File: src/rtl/systol_pkg.sv
// Shared constants and the result reader's state encoding for the systolic array slice.
package systol_pkg;

    localparam int ADDR_W = 14;
    localparam int DATA_W = 8;

    typedef enum logic [2:0] {
        IDLE = 3'd0,
        READ = 3'd1,
        WAIT = 3'd2,
        SEND = 3'd3,
        DONE = 3'd4,
        CSUM = 3'd5
    } reader_state_t;

endpackage

File: src/rtl/result_stream_reader_if.sv
// Result-memory read port plus the valid/ready byte stream toward the UART transmitter.
import systol_pkg::*;

interface result_stream_reader_if;
    // Memory port: rd_data is valid one cycle after rd_en.
    // Stream: a byte moves on a rising edge where tx_valid && tx_ready; while tx_valid is
    // high and tx_ready is low, tx_data stays stable and tx_valid stays high.
    logic              rd_en;
    logic [ADDR_W-1:0] rd_addr;
    logic [DATA_W-1:0] rd_data;
    logic [DATA_W-1:0] tx_data;
    logic              tx_valid;
    logic              tx_ready;

    modport master (
        output rd_en, rd_addr, tx_data, tx_valid,
        input  rd_data, tx_ready
    );

    modport slave (
        input  rd_en, rd_addr, tx_data, tx_valid,
        output rd_data, tx_ready
    );

endinterface

File: src/rtl/result_stream_reader.sv
// Dumps a contiguous, wrapping range of result memory as a byte stream to the UART TX path.
// Define CHECKSUM_EN to append an 8-bit running-sum trailer byte after each dump.
import systol_pkg::*;

module result_stream_reader #(
    parameter int RD_LAT = 1
) (
    input  logic                    clk,
    input  logic                    rst,
    input  logic                    start,
    input  logic [ADDR_W-1:0]       base_addr,
    input  logic [ADDR_W:0]         len,
    result_stream_reader_if.master  bus,
    output logic                    busy,
    output logic                    done,
    output reader_state_t           dbg_state
);

    if (RD_LAT != 1) begin : g_bad_rd_lat
        $error("result_stream_reader supports only RD_LAT == 1");
    end

    reader_state_t     r_state;
    reader_state_t     w_next;
    logic [ADDR_W-1:0] r_addr;
    logic [ADDR_W:0]   r_remaining;
    logic [DATA_W-1:0] r_tx_data;
    logic              r_tx_valid;
    logic              w_accept;
    logic              w_handshake;
    logic              w_last;
`ifdef CHECKSUM_EN
    logic [7:0]        r_sum;
`endif

    assign w_handshake = r_tx_valid && bus.tx_ready;
    assign w_last      = (r_remaining == (ADDR_W+1)'(1));

    always_ff @(posedge clk) begin
        if (rst) r_state <= IDLE;
        else     r_state <= w_next;
    end

    always_comb begin
        w_next   = r_state;
        w_accept = 1'b0;
        case (r_state)
            IDLE: begin
                if (start) begin
                    w_accept = 1'b1;
                    if (len == '0) begin
`ifdef CHECKSUM_EN
                        w_next = CSUM;
`else
                        w_next = DONE;
`endif
                    end else begin
                        w_next = READ;
                    end
                end
            end
            READ: w_next = WAIT;
            WAIT: w_next = SEND;
            SEND: begin
                if (w_handshake) begin
                    if (w_last) begin
`ifdef CHECKSUM_EN
                        w_next = CSUM;
`else
                        w_next = DONE;
`endif
                    end else begin
                        w_next = READ;
                    end
                end
            end
`ifdef CHECKSUM_EN
            CSUM: if (w_handshake) w_next = DONE;
`endif
            DONE: w_next = IDLE;
            default: w_next = IDLE;
        endcase
    end

    always_ff @(posedge clk) begin
        if (rst) begin
            r_addr      <= '0;
            r_remaining <= '0;
            r_tx_data   <= '0;
            r_tx_valid  <= 1'b0;
`ifdef CHECKSUM_EN
            r_sum       <= '0;
`endif
        end else begin
            if (w_accept) begin
                r_addr      <= base_addr;
                r_remaining <= len;
            end
            if (r_state == WAIT) begin
                r_tx_data  <= bus.rd_data;
                r_tx_valid <= 1'b1;
            end
            if (r_state == SEND && w_handshake) begin
                r_addr      <= r_addr + 1'b1;
                r_remaining <= r_remaining - 1'b1;
                r_tx_valid  <= 1'b0;
            end
`ifdef CHECKSUM_EN
            if (w_accept)
                r_sum <= '0;
            else if (r_state == SEND && w_handshake)
                r_sum <= r_sum + r_tx_data;
            // The trailer must include the byte being accepted this very cycle.
            if (w_next == CSUM && r_state != CSUM) begin
                r_tx_data  <= (r_state == SEND) ? (r_sum + r_tx_data) : '0;
                r_tx_valid <= 1'b1;
            end
            if (r_state == CSUM && w_handshake)
                r_tx_valid <= 1'b0;
`endif
        end
    end

    assign bus.rd_en    = (r_state == READ);
    assign bus.rd_addr  = r_addr;
    assign bus.tx_data  = r_tx_data;
    assign bus.tx_valid = r_tx_valid;
    assign busy         = (r_state != IDLE);
    assign done         = (r_state == DONE);
    assign dbg_state    = r_state;

endmodule

File: src/flat_wrapper.sv
// flat-port wrapper written by rule: the top's interface ports become plain ports
module result_stream_reader_flat 
#(
    parameter int RD_LAT = 1
)
  (clk, rst, start, base_addr, len, busy, done, dbg_state, bus_rd_en, bus_rd_addr, bus_tx_data, bus_tx_valid, bus_rd_data, bus_tx_ready);
  result_stream_reader_if bus_i ();
  input  logic clk;
  input  logic rst;
  input  logic start;
  input  logic [ADDR_W-1:0] base_addr;
  input  logic [ADDR_W:0] len;
  output logic busy;
  output logic done;
  output reader_state_t dbg_state;
  output wire logic [$bits(bus_i.rd_en)-1:0] bus_rd_en;
  output wire logic [$bits(bus_i.rd_addr)-1:0] bus_rd_addr;
  output wire logic [$bits(bus_i.tx_data)-1:0] bus_tx_data;
  output wire logic [$bits(bus_i.tx_valid)-1:0] bus_tx_valid;
  input wire logic [$bits(bus_i.rd_data)-1:0] bus_rd_data;
  input wire logic [$bits(bus_i.tx_ready)-1:0] bus_tx_ready;
  assign bus_rd_en = bus_i.rd_en;
  assign bus_rd_addr = bus_i.rd_addr;
  assign bus_tx_data = bus_i.tx_data;
  assign bus_tx_valid = bus_i.tx_valid;
  assign bus_i.rd_data = bus_rd_data;
  assign bus_i.tx_ready = bus_tx_ready;
  result_stream_reader #(.RD_LAT(RD_LAT)) u_core (.clk(clk), .rst(rst), .start(start), .base_addr(base_addr), .len(len), .bus(bus_i), .busy(busy), .done(done), .dbg_state(dbg_state));
endmodule
File: config.mk
export PLATFORM = sky130hd
export DESIGN_NAME = result_stream_reader_flat
export DESIGN_NICKNAME = d
export VERILOG_FILES = /design/src/rtl/systol_pkg.sv /design/src/rtl/result_stream_reader_if.sv /design/src/rtl/result_stream_reader.sv /design/src/flat_wrapper.sv
export SDC_FILE = /design/constraint.sdc
export NUM_CORES = 1
export LEC_CHECK = 0
export ABC_AREA = 1
export ABC_CLOCK_PERIOD_IN_PS = 1650
export BUFFER_PORTS_ARGS = -buffer_cell sky130_fd_sc_hd__buf_2
export CAP_MARGIN = 30
export CORE_UTILIZATION = 50
export DETAILED_ROUTE_END_ITERATION = 16
export GPL_ROUTABILITY_DRIVEN = 0
export GPL_TIMING_DRIVEN = 0
export PLACE_DENSITY = 0.77
export SKIP_CTS_REPAIR_TIMING = 1
export SLEW_MARGIN = 15
export SYNTH_ARGS = -nofsm -noshare
export SYNTH_HDL_FRONTEND = slang
export SYNTH_SLANG_ARGS = --single-unit
File: constraint.sdc
create_clock -name clk -period 1.65 [get_ports clk]
set_input_delay 0.33 -clock clk [delete_from_list [all_inputs] [get_ports clk]]
set_output_delay 0.33 -clock clk [all_outputs]
set_load 0.005 [all_outputs]
# Word-level counts from Yosys, hierarchy flattened
# Index checks and enable logic that the tools add are counted.
# W data, S select, Z words.
# classes
n_addsub,2
eq_ne,7
muxes,11
n_reduce_logical,8
# ops
operator,n
$mux W15,2
$mux W14,2
$eq A15 B1 Y1 const B,1
$logic_not A15 Y1,1
$sub A15 B1 Y15 const B,1
$add A14 B1 Y14 const B,1
$mux W3,4
$pmux W3 S4,1
$eq A3 B2 Y1 const B,2
$eq A3 B1 Y1 const B,1
$eq A3 B3 Y1 const B,1
$logic_not A3 Y1,1
$reduce_bool A3 Y1,1
$logic_and A1 B1 Y1,2
$mux W1,2
$ne A2 B1 Y1 const B,1
$ne A2 B2 Y1 const B,1
$reduce_and A2 Y1,1
$reduce_bool A2 Y1,1
$reduce_or A2 Y1,1
# word_totals
register_bits,41
inputBits,41
elab_cells,33

# Logic depth before layout (Yosys ltp)
# depth
ltp_word,4
depth_mapped,11
depth_no_buf,10

# Worst setup path after synthesis
# OpenSTA, ideal clock, no wires.
# synth_path
path_type,register -> register
startpoint,"register u_core.r_state[1], in the netlist u_core.dbg_state[1]"
endpoint,register u_core.r_remaining[11]
setup_ps,128
arrival_time_ps,1262
required_ps,1522
slack_ps,260
stages_incl_launch_ff,12
n_path_buf,2
path_cell_list,dfxtp_1 > inv_1 > nand2_2 > inv_2 > nand2_4 > buf_12 > inv_8 > buf_8 > nand2_1 > nand2_1 > a21oi_1 > nor2_1
# synth_via
elab_chain_cells,3
# synth_rtl
element,line,text
start: declaration,result_stream_reader.sv:23,reader_state_t r_state;
start signal: assignment,result_stream_reader.sv:41,else r_state <= w_next;
$eq A3 B2 Y1 / $logic_not A3 Y1 (equally long branches),"result_stream_reader.sv:103, result_stream_reader.sv:47",
$logic_and A1 B1 Y1 / $mux W1 (equally long branches),"result_stream_reader.sv:103, result_stream_reader.sv:47",
$mux W15 / $reduce_bool A2 Y1 (equally long branches),--,
end signal: assignment,result_stream_reader.sv:97,r_remaining <= len;
end signal: assignment,result_stream_reader.sv:105,r_remaining <= r_remaining - 1'b1;
end: declaration,result_stream_reader.sv:26,logic [ADDR_W:0] r_remaining;
# Several ways; a longest one is shown, not always the timed one.
# A chain may end at the register's enable or synchronous reset.

# Final worst setup path
# layout_path
startpoint,"register u_core.r_state[1], in the netlist u_core.dbg_state[1]"
endpoint,"register u_core.r_addr[12], in the netlist u_core.bus.rd_addr[12]"
# layout_via
elab_chain_cells,3
# layout_rtl
element,line,text
$eq A3 B2 Y1 / $logic_not A3 Y1 (equally long branches),"result_stream_reader.sv:103, result_stream_reader.sv:47",
$logic_and A1 B1 Y1 / $mux W1 (equally long branches),"result_stream_reader.sv:103, result_stream_reader.sv:47",
$mux W14 / $reduce_bool A2 Y1 (equally long branches),--,
end signal: assignment,result_stream_reader.sv:96,r_addr <= base_addr;
end signal: assignment,result_stream_reader.sv:104,r_addr <= r_addr + 1'b1;
end: declaration,result_stream_reader.sv:25,logic [ADDR_W-1:0] r_addr;
# Several ways; a longest one is shown, not always the timed one.

==> results.yml <==
run_status:
  outcome: "completed"
clocking:
  path_clk_slew_ns: 0.09
  cts.sinks: 41
  cts_tree: "built"
  cts_buffer_depth: 2
  cts_buffers: 5
  cts-root-buf: "clkbuf_8"
  htreeDepth: 2
  clk_latency_ns: 0.30
die:
  core_um2: 4790
  die_height_um: 72.9
  initial_core_util_pct: 52.6
  io_pins: 70
  placementRows: 25
  die_x_um: 72.9
  die_area_um2: 5320
grt:
  antenna_found_initial: 0
  grt_pass1_wl_um: 11200
  grt_pass1_vias: 2414
  grt_overflow: 0
  grt_max_degree: 16
  grt_use_total_pct: 27.3
pwr:
  p_clk_share_pct: 16.9
  p_sw_uw: 1830
  power.density_nw_per_um2: 1370
  power_switching_share_pct: 43.8
  seqPwrFrac_pct: 36.6
  p_comb_share_pct: 46.6
  intPower_uw: 2350
  p_leak_uw: 0.00143
  ir_worst_vdd_mv: 0.825
  finalPower_uw: 4180
sta:
  max_freq_mhz: 647
  slew_headroom_pct: 61.2
  skew_ns: 0.0121
  post-route-min-period_ns: 1.55
  finalCritPeriodShare_pct: 93.7
  timing_hold_violations_final: 0
  finalMaxSlewViolations: 0
  tightest_slew_ns: 0.582
  finalSetupViolations: 0
  rsz0062_at_grt: "false"
critical_path:
  cp_max_fo: 10
  worst-setup-path-type: "flop to flop"
  worstPathArrival_ns: 1.77
  critPathLaunchType: "flop"
  worst-endpoint-required_ns: 1.88
  end_kind: "flop"
placement:
  numPortBuffers: 68
  hpwlAfterDp_um: 5020
  placed_cells: 535
logic_synthesis:
  yosys_warnings: 0
  yosys.area.top_type_share_pct: 32.6
  synthesis.nets: 444
  synth_area_leaders: "dfxtp_1 (33%), nand2_1 (16%), nor2_1 (13%)"
  synth_cells: 400
  syn_avg_cell_area_um2: 6.29
  synthArstFlopShare_pct: 0
  synth.ff_latch_count: 41
  synth_top_area_cell: "dfxtp_1"
  synth_commonest_cells: "nand2_1 (107), nor2_1 (87), dfxtp_1 (41)"
  ys.flop_type: "dfxtp_1"
  synth_edf_count: 0
  yosysMostFrequentCell: "nand2_1"
  synth_cell_type_count: 38
  yosysSeqAreaShare_pct: 32.6
  mappedNetlistArea_um2: 2520
layout:
  drive_gt1_share_pct: 22.9
  register_area_um2: 825
  final_nets: 519
  area_delta_synth_final_pct: 21.3
  fillers: 492
  diodes: 0
  multi_input_area_um2: 1470
  final_cells: 543
  fin_util_pct: 63.8
routing:
  antenna_left: 0
  dr_total_vias: 2802
  dr.pass1.iters: 6
  routed_wl_um: 6680
  viasPerCell: 5.16
  first_iter_violations: 195
  avgRoutedWirePerCell_um: 12.3
  remaining_drc_errors: 0
min_path:
  hp-class: "primary input to flop"
job:
  max-cap-violations: 0
-- routing by layer --
| metal | track usage (%) | vias up | wire length [um] |
|---|---|---|---|
| li1 | - | 1433 | - |
| met1 | 36.9 | 1246 | 3080 |
| met2 | 43.4 | 113 | 3070 |
| met3 | 5.80 | 10 | 435 |
| met4 | 9.15 | 0 | 87 |
| met5 | 0 | - | 0 |
-- cell families (layout without fill, tap and decap cells) --
kind of cell,count (synthesis),in the layout,synth area share [%]
AO/OA/AOI/OAI,60,60,13.4
XOR/XNOR,4,4,1.39
adder cells (fa/ha/maj),3,3,1.49
buffers and inverters,49,125,9.50
flip-flops,41,41,32.6
AND/OR/NAND/NOR,243,243,41.6
-- power by group through the flow --
stage	Sequential, uW	Combinational [uW]	Clock [uW]
2_1_floorplan	1510	1350	0
3_3_place_gp	1530	1870	0
3_5_place_dp	1540	1900	0
4_1_cts	1520	1910	716
5_1_grt	1570	2220	761
6_report	1530	1950	705
-- cells in the final DEF, fill, tap and decap left out, types with 6 or more instances in the layout --
cell / count
o21ai_1: 6
nor2_1: 85
nand2_1: 106
inv_1: 30
buf_2: 71
o21ai_0: 18
nand4_1: 6
nand3_1: 28
dfxtp_1: 38
a21oi_1: 21
-- critical path: stages, from the launching register on --
cell and delay, ns:
dfxtp_2 0.40, nand3_4 0.12, nor2_8 0.22, inv_4 0.09
nand2_8 0.11, inv_4 0.08, buf_6 0.15, nor2_2 0.10
nand2_1 0.07, a21oi_1 0.12
-- path summary, 6_finish.rpt --
kind	startpoint	to	slack, ns	depth (start not counted)
max	u_core.dbg_state[1]	u_core.bus.rd_addr[12]	0.10	9
min reg2reg	u_core.bus.tx_data[1]	u_core.bus.tx_data[1]	0.48	2
min	bus_rd_data[2]	u_core.bus.tx_data[2]	0.27	3
max reg2reg	u_core.dbg_state[1]	u_core.bus.rd_addr[12]	0.10	9
-- stage by stage --
stage	hold slack (ns)	TNS (ns)	worst slack [ns]	area (um^2)
after floorplan	0.480	0	0.260	2520
after global placement	0.457	0	0.00598	2940
after detailed placement	0.466	-0.0326	-0.0282	2940
after CTS	0.271	0	0.0285	3030
after global routing	0.281	0	0.0162	3050
final	0.273	0	0.104	3050
-- flip-flops by register name, indices dropped and copies added, names as in the netlist --
register and count:
u_core.r_remaining 15, u_core.bus.tx_data 8, u_core.dbg_state 3, u_core.bus.rd_addr 14, u_core.bus.tx_valid 1
-- area by class of cell --
type                    count  share of cell area [%]
multi-input cells         310                    48.1
flip-flops and latches     41                    27.0
repair buffers             68                    11.2
inverters                  36                    4.84
plain buffers              13                    3.03
well taps                  67                    2.75
clock buffers               5                    2.26
clock inverters             3                   0.820
No activity file was read; power rests on OpenSTA's default activity.
